===== src/rtl/al_set_control.sv =====
`default_nettype none
// ============================================================================
// Module   : al_set_control
// Purpose  : Alarm-set front end: button synchronise/debounce, field-select
//            FSM, commit/abort pulses. Define AL_TIMEOUT_EN for idle auto-exit.
// Revision : 1.0 - initial release
// ============================================================================
module al_set_control #(
    parameter int DEBOUNCE_CYCLES = 100000,
    parameter int TIMEOUT_CYCLES  = 50000000
) (
    input  logic       CLK,
    input  logic       RST_N,
    input  logic       BTN_SET_RAW,
    input  logic       BTN_INC_RAW,
    input  logic       BTN_DEC_RAW,
    output logic       BTN_SET,
    output logic       BTN_INC,
    output logic       BTN_DEC,
    output logic       prev_SET,
    output logic       setFlag,
    output logic       targetFlag_H,
    output logic       targetFlag_M,
    output logic       targetFlag_S,
    output logic [1:0] field,
    output logic       commit,
    output logic       abort
);

    localparam int             CNT_W   = $clog2(DEBOUNCE_CYCLES);
    localparam logic [CNT_W-1:0] CNT_MAX = CNT_W'(DEBOUNCE_CYCLES - 1);

    typedef enum logic [1:0] {
        IDLE  = 2'd0,
        SET_H = 2'd1,
        SET_M = 2'd2,
        SET_S = 2'd3
    } state_t;

    logic [2:0] raw;
    logic [2:0] db;

    assign raw = {BTN_DEC_RAW, BTN_INC_RAW, BTN_SET_RAW};

    for (genvar i = 0; i < 3; i++) begin : g_db
        logic             s1;
        logic             s2;
        logic             out;
        logic [CNT_W-1:0] cnt;

        // Any return of s2 to the current output level restarts the count.
        always_ff @(posedge CLK) begin
            if (!RST_N) begin
                s1  <= 1'b0;
                s2  <= 1'b0;
                out <= 1'b0;
                cnt <= '0;
            end else begin
                s1 <= raw[i];
                s2 <= s1;
                if (s2 == out) begin
                    cnt <= '0;
                end else if (cnt == CNT_MAX) begin
                    out <= s2;
                    cnt <= '0;
                end else begin
                    cnt <= cnt + CNT_W'(1);
                end
            end
        end

        assign db[i] = out;
    end

    assign BTN_SET = db[0];
    assign BTN_INC = db[1];
    assign BTN_DEC = db[2];

    state_t state;
    state_t next_state;
    logic   set_rise;
    logic   timeout;
    logic   exit_commit;
    logic   exit_abort;

    assign set_rise = BTN_SET & ~prev_SET;

`ifdef AL_TIMEOUT_EN
    localparam int               TMR_W    = $clog2(TIMEOUT_CYCLES + 1);
    localparam logic [TMR_W-1:0] TMR_LAST = TMR_W'(TIMEOUT_CYCLES - 1);

    logic [TMR_W-1:0] timer;
    logic             any_btn;

    assign any_btn = BTN_SET | BTN_INC | BTN_DEC;
    assign timeout = (state != IDLE) && !any_btn && (timer == TMR_LAST);

    always_ff @(posedge CLK) begin
        if (!RST_N) begin
            timer <= '0;
        end else if ((state == IDLE) || any_btn || timeout) begin
            timer <= '0;
        end else begin
            timer <= timer + TMR_W'(1);
        end
    end
`else
    // Timer not built; expression is constant false for any legal parameter.
    assign timeout = (TIMEOUT_CYCLES < 0);
`endif

    always_comb begin
        next_state  = state;
        exit_commit = 1'b0;
        exit_abort  = 1'b0;
        if (set_rise) begin
            case (state)
                IDLE:  next_state = SET_H;
                SET_H: next_state = SET_M;
                SET_M: next_state = SET_S;
                SET_S: begin
                    next_state  = IDLE;
                    exit_commit = 1'b1;
                end
                default: next_state = IDLE;
            endcase
        end else if (timeout) begin
            next_state = IDLE;
            exit_abort = 1'b1;
        end
    end

    // Outputs are decoded from next_state so they appear on the same edge as the state.
    always_ff @(posedge CLK) begin
        if (!RST_N) begin
            state        <= IDLE;
            prev_SET     <= 1'b0;
            setFlag      <= 1'b0;
            targetFlag_H <= 1'b0;
            targetFlag_M <= 1'b0;
            targetFlag_S <= 1'b0;
            field        <= 2'd0;
            commit       <= 1'b0;
            abort        <= 1'b0;
        end else begin
            state        <= next_state;
            prev_SET     <= BTN_SET;
            setFlag      <= (next_state != IDLE);
            targetFlag_H <= (next_state == SET_H);
            targetFlag_M <= (next_state == SET_M);
            targetFlag_S <= (next_state == SET_S);
            field        <= next_state;
            commit       <= exit_commit;
            abort        <= exit_abort;
        end
    end

endmodule
`default_nettype wire


===== config.mk =====
export PLATFORM = sky130hd
export DESIGN_NAME = al_set_control
export DESIGN_NICKNAME = d
export VERILOG_FILES = /design/src/rtl/al_set_control.sv
export SDC_FILE = /design/constraint.sdc
export NUM_CORES = 1
export LEC_CHECK = 0
export ABC_AREA = 0
export BUFFER_PORTS_ARGS = -buffer_cell sky130_fd_sc_hd__buf_2
export CAP_MARGIN = 20
export CORE_ASPECT_RATIO = 1.25
export CORE_MARGIN = 4
export CORE_UTILIZATION = 52
export CTS_BUF_LIST = sky130_fd_sc_hd__clkbuf_4
export DETAILED_ROUTE_END_ITERATION = 12
export PLACE_DENSITY = 0.79
export SLEW_MARGIN = 30
export SYNTH_ARGS = -nofsm -noshare
export SYNTH_HDL_FRONTEND = slang
export SYNTH_SLANG_ARGS = --single-unit

===== constraint.sdc =====
create_clock -name CLK -period 5.9 [get_ports CLK]
set_clock_uncertainty 0.2 [all_clocks]
set_input_delay 1.18 -clock CLK [delete_from_list [all_inputs] [get_ports CLK]]
set_output_delay 1.18 -clock CLK [all_outputs]
set_load 0.02 [all_outputs]

==> summary.md, run 1 <==
| Metric | Value |
|---|---|
| Static Leak | approximately 0.0011 uW |
| Initial antenna violation count | 0 |
| Outcome | complete, no violations |
| Element type at the critical path end | primary output |
| Power Density | 250 mW/mm2 |
| Sinks on Clock Net | a little under 70 |
| Most frequent cells in the layout | 68 x dfxtp_1, 55 x nor2_1, 28 x xnor2_1, 19 x nand4_1, 18 x nand3_1 |
| Routed Antenna Nets | 0 |
| Clock Tree Buf Depth | 2 |
| Drt total wl | approximately 5 mm |
| Setup tns final | 0 ns |
| Number of DRC markers in iteration 0 | 110 |
| RSZ-0062 raised after global routing | no |
| Peak Freq | around 0.42 GHz |
| Final HPWL from detailed placement | approximately 3.4 mm |
| DIE AREA | between 0.006 and 0.007 mm2 |
| Max stage delay on crit path | 0.41 ns |
| Worst hold path class | reg -> reg |
| Inst Count DP | about 390 |
| Finished Layout Cells | ~410 |
| Area contributors post-synth | dfxtp_1 46%, xnor2_1 8.3%, nor2_1 7.0%, xor2_1 5.0%, nand4_1 4.0% |
| Total congestion overflow | 0 |
| Max cap viols | 0 |
| Post-synth ARST share | 0 |
| Worst vdd ir | 0.222 mV |
| Ports | 17 |
| Highest fanout seen on the critical path | 5 |
| Post-CTS Resized | 0 |
| Initial Util | 0.538 |
| Mapped Area | 0.00295 mm2 |
| Tcrit/Tclk final | 0.405 |
| Hold path depth | 1 |
| Top cell type's share of synthesized area | 0.462 |
| Slew HR | 0.612 |
| Gpl congestion | approximately 0.85 |
| Critical Path Sink | field[1] |
| Seq cells post-synth | between 60 and 70 |
| Critical path startpoint category | flip-flop |
| Layout Utilization | 0.582 |
| Latest clock arrival within the worst-skew pair | ~0.4 ns |
| WP depth | 1 |
| Hold Buf Count CTS | 0 |
| Reg2Reg Depth | 5 |
| Chip width | around 75 um |
| Period minus WS final | 2.39 ns |
| Register area share after synthesis | 0.462 |
| Worst EP required | between 4 and 5 ns |
| CP bufs+invs | 1 |
| DRT Pass-1 Iters | 4 |
| DR WL/cell | 12.2 um |
| Average size of a mapped cell | 9.05 um2 |
| Ratio of cells with drive above 1 in the final layout | 0.0957 |
| FP Rows | 30 |
| Die outline height | 92.2 um |
| Worst setup path startpoint | state[1] |
| Residual DRC | 0 |
| Syn Nets | between 300 and 400 |
| Reg2Reg Setup Slack | 3.64 ns |
| Final nets | between 300 and 400 |
| H-tree levels | 3 |
| Post-synth EDFFs | 0 |
| CP Data Arrival Time | a little over 1 ns |
| Mapped Cells | 326 |
| Clock slew at reported path FFs | 0.11 ns |
| Critical path class | reg -> out |
| Vias in the first global route | 2,151 |
| Largest net degree at the start of global routing | 19 |
| Buffers on Ports | 15 |
| Vias/cell | roughly 5.4 |
| Inserted Clock Buffers | 9 |
| Slew @ Worst Pin | around 0.58 ns |
| Vias | approximately 2,200 |
| Root Buffer | clkbuf_4 |
| Yosys cell types | 39 |
| RR Startpoint | g_db[2].cnt[0] |
| Total track usage | 0.162 |
| Leading cell type in the layout, fill and taps excluded | dfxtp_1 |
| Core area | about 0.0055 mm2 |
| Cells along the critical path | buf_2 |
| # fillers | between 400 and 500 |
| CTS tree | yes |
| Synthesis-to-layout area growth | 8.06% |
| Reg-to-Reg End | g_db[2].cnt[16] |
| Dominant synthesized flop cell | dfxtp_1 |
| CP delay by family, top | flip-flops |
| First-pass GRT wire length | around 8.9 mm |
| N_diodes | 0 |
| Final hold vios | 0 |
| Slowest cell on the critical path | dfxtp_1 |
| YS warnings | 0 |
| # setup viols final | 0 |
| Setup Fix Bufs, Post-CTS | 0 |
| Cell taking the most area after synthesis | dfxtp_1 |
| Max Slew Vio Count | 0 |
[layer usage]
layer	share of wire	GRT usage
met4	0.030	0.0875
met3	0.031	0.0362
met1	0.45	0.191
met5	0	0
met2	0.49	0.264
[report_power, final]
group / internal [uW] / switching [uW] / leakage, uW / total [uW]
Clock: 166 / 158 / 0.0000769 / 324
Sequential: 461 / 1.50 / 0.000549 / 463
Combinational: 3.26 / 6.11 / 0.000487 / 9.37
Total: 631 / 166 / 0.00111 / 796
[through the flow]
stage / worst slack, ns / hold WS [ns] / power (uW) / cell area, um2
2_1_floorplan: 3.59 / 0.212 / 481 / 2950
3_3_place_gp: 3.45 / 0.214 / 483 / 3040
3_5_place_dp: 3.38 / 0.223 / 483 / 3040
4_1_cts: 3.48 / 0.250 / 803 / 3190
5_1_grt: 3.42 / 0.272 / 826 / 3190
6_report: 3.51 / 0.246 / 796 / 3190
[layout make-up]
| class | count | area, um2 | area share |
|---|---|---|---|
| well taps | 64 | 80.1 | 0.0251 |
| multi-input cells | 233 | 1470 | 0.461 |
| clock buffers | 9 | 67.6 | 0.0212 |
| flip-flops and latches | 68 | 1360 | 0.427 |
| clock inverters | 6 | 80.1 | 0.0251 |
| repair buffers | 15 | 75.1 | 0.0236 |
| inverters | 14 | 52.6 | 0.0165 |
[synthesized netlist by cell type, types with 5 or more instances]
library cell / n
nor3_1: 9
xnor2_1: 28
inv_1: 14
nor4_1: 13
and4_1: 5
and3_1: 9
nand2_1: 16
xor2_1: 17
and2_1: 7
nand3_1: 18
ha_1: 6
dfxtp_1: 68
nor2_1: 55
nand4_1: 19
[state kept, by name, summed over array words and instances (netlist names)]
| register | count |
|---|---|
| commit | 1 |
| g_db.cnt | 51 |
| targetFlag_S | 1 |
| BTN_DEC | 1 |
| BTN_INC | 1 |
| state | 2 |
| setFlag | 1 |
| prev_SET | 1 |
| targetFlag_H | 1 |
| targetFlag_M | 1 |
| g_db.s2 | 3 |
| BTN_SET | 1 |
| g_db.s1 | 3 |
[cell families after synthesis]
family,Yosys count,synth area share
DFF,68,0.462
adders and majority gates,6,0.0255
other,1,0.00127
xor gates and xnor gates,45,0.134
muxes,3,0.0102
buffers and inverters,25,0.0399
and+or+nand+nor,166,0.295
AOI/OAI and AO/OA,12,0.0331
[how the worst min path moves through the flow]
stage                            end  slack [ns]  startpoint
after floorplan           g_db[0].s2        0.21  g_db[0].s1
after global placement    g_db[2].s2        0.21  g_db[2].s1
after CTS                 g_db[0].s2        0.25  g_db[0].s1
after global routing      g_db[1].s2        0.27  g_db[1].s1
final                     g_db[0].s2        0.25  g_db[0].s1
after detailed placement  g_db[0].s2        0.22  g_db[0].s1
Power figures use the tool's default switching activity.
==> run 2, diff against run 1 <==
==> constraint.sdc (replaced) <==
create_clock -name CLK -period 2.4 [get_ports CLK]
set_clock_uncertainty 0.2 [all_clocks]
set_input_delay 0.48 -clock CLK [delete_from_list [all_inputs] [get_ports CLK]]
set_output_delay 0.48 -clock CLK [all_outputs]
set_load 0.02 [all_outputs]
==> summary.md, run 2 (synthesis gave the netlist of run 1 again) <==
| Metric | Value |
|---|---|
| # setup viols final | 0 (unchanged) |
| Leading cell type in the layout, fill and taps excluded | dfxtp_1 (unchanged) |
| Worst Hold Slack | 0.0616 ns (was 0.246 ns) |
| Worst vdd ir | 0.429 mV (was 0.222 mV) |
| N_diodes | 0 (unchanged) |
| Final HPWL from detailed placement | 3.57 mm (was 3.43 mm) |
| Largest register by flop count | g_db.cnt (unchanged) |
| Vias/cell | 5.54 (was 5.38) |
| Layout Utilization | 0.579 (was 0.582) |
| Reg-to-Reg End | g_db[2].cnt[2] (was g_db[2].cnt[16]) |
| Routed Antenna Nets | 0 (unchanged) |
| Peak Freq | 0.487 GHz |
| Max Slew Vio Count | 0 (unchanged) |
| GR Util met1 | 0.199 (was 0.191) |
| H-tree levels | 3 (unchanged) |
| Period minus WS final | 2.05 ns |
| Number of DRC markers in iteration 0 | 160 (was 110) |
| Core area | 0.00548 mm2 (unchanged) |
| Routing usage on met3 | 0.0570 (was 0.0362) |
| Highest fanout seen on the critical path | 17 (was 5) |
| Slew @ Worst Pin | 0.575 ns (was 0.581 ns) |
| Inserted Clock Buffers | 9 (unchanged) |
| Worst hold path class | in -> reg (was reg -> reg) |
| DR WL/cell | 12.3 um (was 12.2 um) |
| Element type at the critical path end | flip-flop (was primary output) |
| Setup Fix Bufs, Post-CTS | 0 (unchanged) |
| Initial Util | 0.538 (unchanged) |
| Critical path class | reg -> reg (was reg -> out) |
| Residual DRC | 0 (unchanged) |
| Met2 Use GR | 0.266 (was 0.264) |
| Ports | 17 (unchanged) |
| Vias | 2,281 (was 2,199) |
| Final non-filler cell area | 0.00317 mm2 (was 0.00319 mm2) |
| Initial antenna violation count | 0 (unchanged) |
| Buffers on Ports | 15 (unchanged) |
| Final Power | 1790 uW (was 796 uW) |
| Worst Hold Launch | BTN_SET_RAW (was g_db[0].s1) |
| RSZ-0062 raised after global routing | no (unchanged) |
| Clock slew at reported path FFs | 0.11 ns (about the same) |
| Final nets | 354 (was 352) |
| Die outline height | 92.2 um (unchanged) |
| Power Density | 565 mW/mm2 (was 250 mW/mm2) |
| Reg2Reg Depth | 5 (unchanged) |
| CTS tree | yes (unchanged) |
| Reg2Reg Setup Slack | 0.35 ns (was 3.64 ns) |
| Setup tns final | 0 ns (unchanged) |
| Static Leak | 0.00110 uW (was 0.00111 uW) |
| Hold Buf Count CTS | 0 (unchanged) |
| Outcome | complete, no violations (unchanged) |
| Gpl congestion | 0.827 (was 0.847) |
| FP Rows | 30 (unchanged) |
| DIE AREA | 0.00695 mm2 (unchanged) |
| Chip width | 75.4 um (unchanged) |
| Root Buffer | clkbuf_4 (unchanged) |
| Slew HR | 0.616 (was 0.612) |
| DRT Pass-1 Iters | 4 (unchanged) |
| Max cap viols | 0 (unchanged) |
| GR peak layer | met2 (unchanged) |
| CP Data Arrival Time | 2.15 ns (was 1.01 ns) |
| Critical path startpoint category | flip-flop (unchanged) |
| Worst EP required | 2.50 ns (was 4.52 ns) |
| Max reg flops | 51 (unchanged) |
| Ratio of cells with drive above 1 in the final layout | 0.109 (was 0.0957) |
| Biggest registers after layout | g_db.cnt: 51 flops, g_db.s1: 3 flops, g_db.s2: 3 flops (unchanged) |
| Latest clock arrival within the worst-skew pair | 0.42 ns (was 0.40 ns) |
| First-pass GRT wire length | 9.23 mm (was 8.87 mm) |
| Tcrit/Tclk final | 0.855 |
| Worst Hold End | g_db[0].s1 (was g_db[0].s2) |
| Hold path depth | 2 (was 1) |
| Final hold vios | 0 (unchanged) |
| Sinks on Clock Net | 68 (unchanged) |
| Placed cell area | 0.00305 mm2 (was 0.00304 mm2) |
| Vias in the first global route | 2,176 (was 2,151) |
| Total track usage | 0.169 (was 0.162) |
| Most frequent cells in the layout | 68 x dfxtp_1, 55 x nor2_1, 28 x xnor2_1, 19 x nand4_1, 18 x nand3_1 (unchanged) |
| Largest net degree at the start of global routing | 19 (unchanged) |
| Post-CTS Resized | 0 (unchanged) |
| Clock Tree Buf Depth | 2 (unchanged) |
| Synthesis-to-layout area growth | 7.51% (was 8.06%) |
| Drt total wl | 5.08 mm (was 4.97 mm) |
| Total congestion overflow | 0 (unchanged) |
| RR Startpoint | g_db[2].cnt[0] (unchanged) |
==> run 2: cell types whose count changed in the layout (fill, tap and decap cells not counted), moves of 2 or more <==
cell,before,now
clkinv_1,2,0
clkinvlp_4,1,3
bufinv_16,2,0
buf_4,0,2
==> run 2: final cells by class <==
| cell class | instances | area [um2] |
|---|---|---|
| fill | 478 | 2310 |
| multi-input combinational | 233 | 1470 |
| sequential | 68 | 1360 |
| timing repair buffer | 17 | 90.1 |
| tap | 64 | 80.1 |
| clock buffer | 10 | 75.1 |
| inverter | 14 | 52.6 |
| clock inverter | 6 | 41.3 |
==> run 2: worst max-delay path by stage <==
stage	startpoint	end	slack [ns]	cells after the start
global route	g_db[0].cnt[0]	g_db[0].cnt[9]	0.16	5
CTS	g_db[2].cnt[0]	g_db[2].cnt[2]	0.34	5
global placement	g_db[2].cnt[0]	g_db[2].cnt[2]	0.40	5
finish	g_db[2].cnt[0]	g_db[2].cnt[2]	0.35	5
detailed placement	g_db[2].cnt[0]	g_db[2].cnt[9]	0.36	5
floorplan	g_db[2].cnt[0]	g_db[2].cnt[16]	0.41	7
==> run 2: report_power, final <==
group | total, uW | internal (uW) | leakage, uW | switching (uW)
clock network | 630 | 221 | 0.0000584 | 408
logic | 24.2 | 8.59 | 0.000497 | 15.6
registers | 1140 | 1130 | 0.000549 | 3.70
==> run 2: per-stage QoR <==
stage,setup WS (ns),cells
floorplan,0.410,326
global placement,0.403,396
detailed placement,0.359,396
CTS,0.335,412
global route,0.156,412
finish,0.348,412
==> run 2: per-layer routing <==
layer | vias to the layer above | part of all wire
li1 | 1160 | -
met1 | 1053 | 0.44
met2 | 57 | 0.49
met3 | 11 | 0.047
met4 | 0 | 0.023
met5 | - | 0
==> run 2: critical path, cell delays in order (launching register included) <==
cell and delay (ns):
dfxtp_1 0.44, ha_1 0.22, nand2_1 0.06, or4_4 0.51
o211ai_4 0.42, nor2_1 0.10
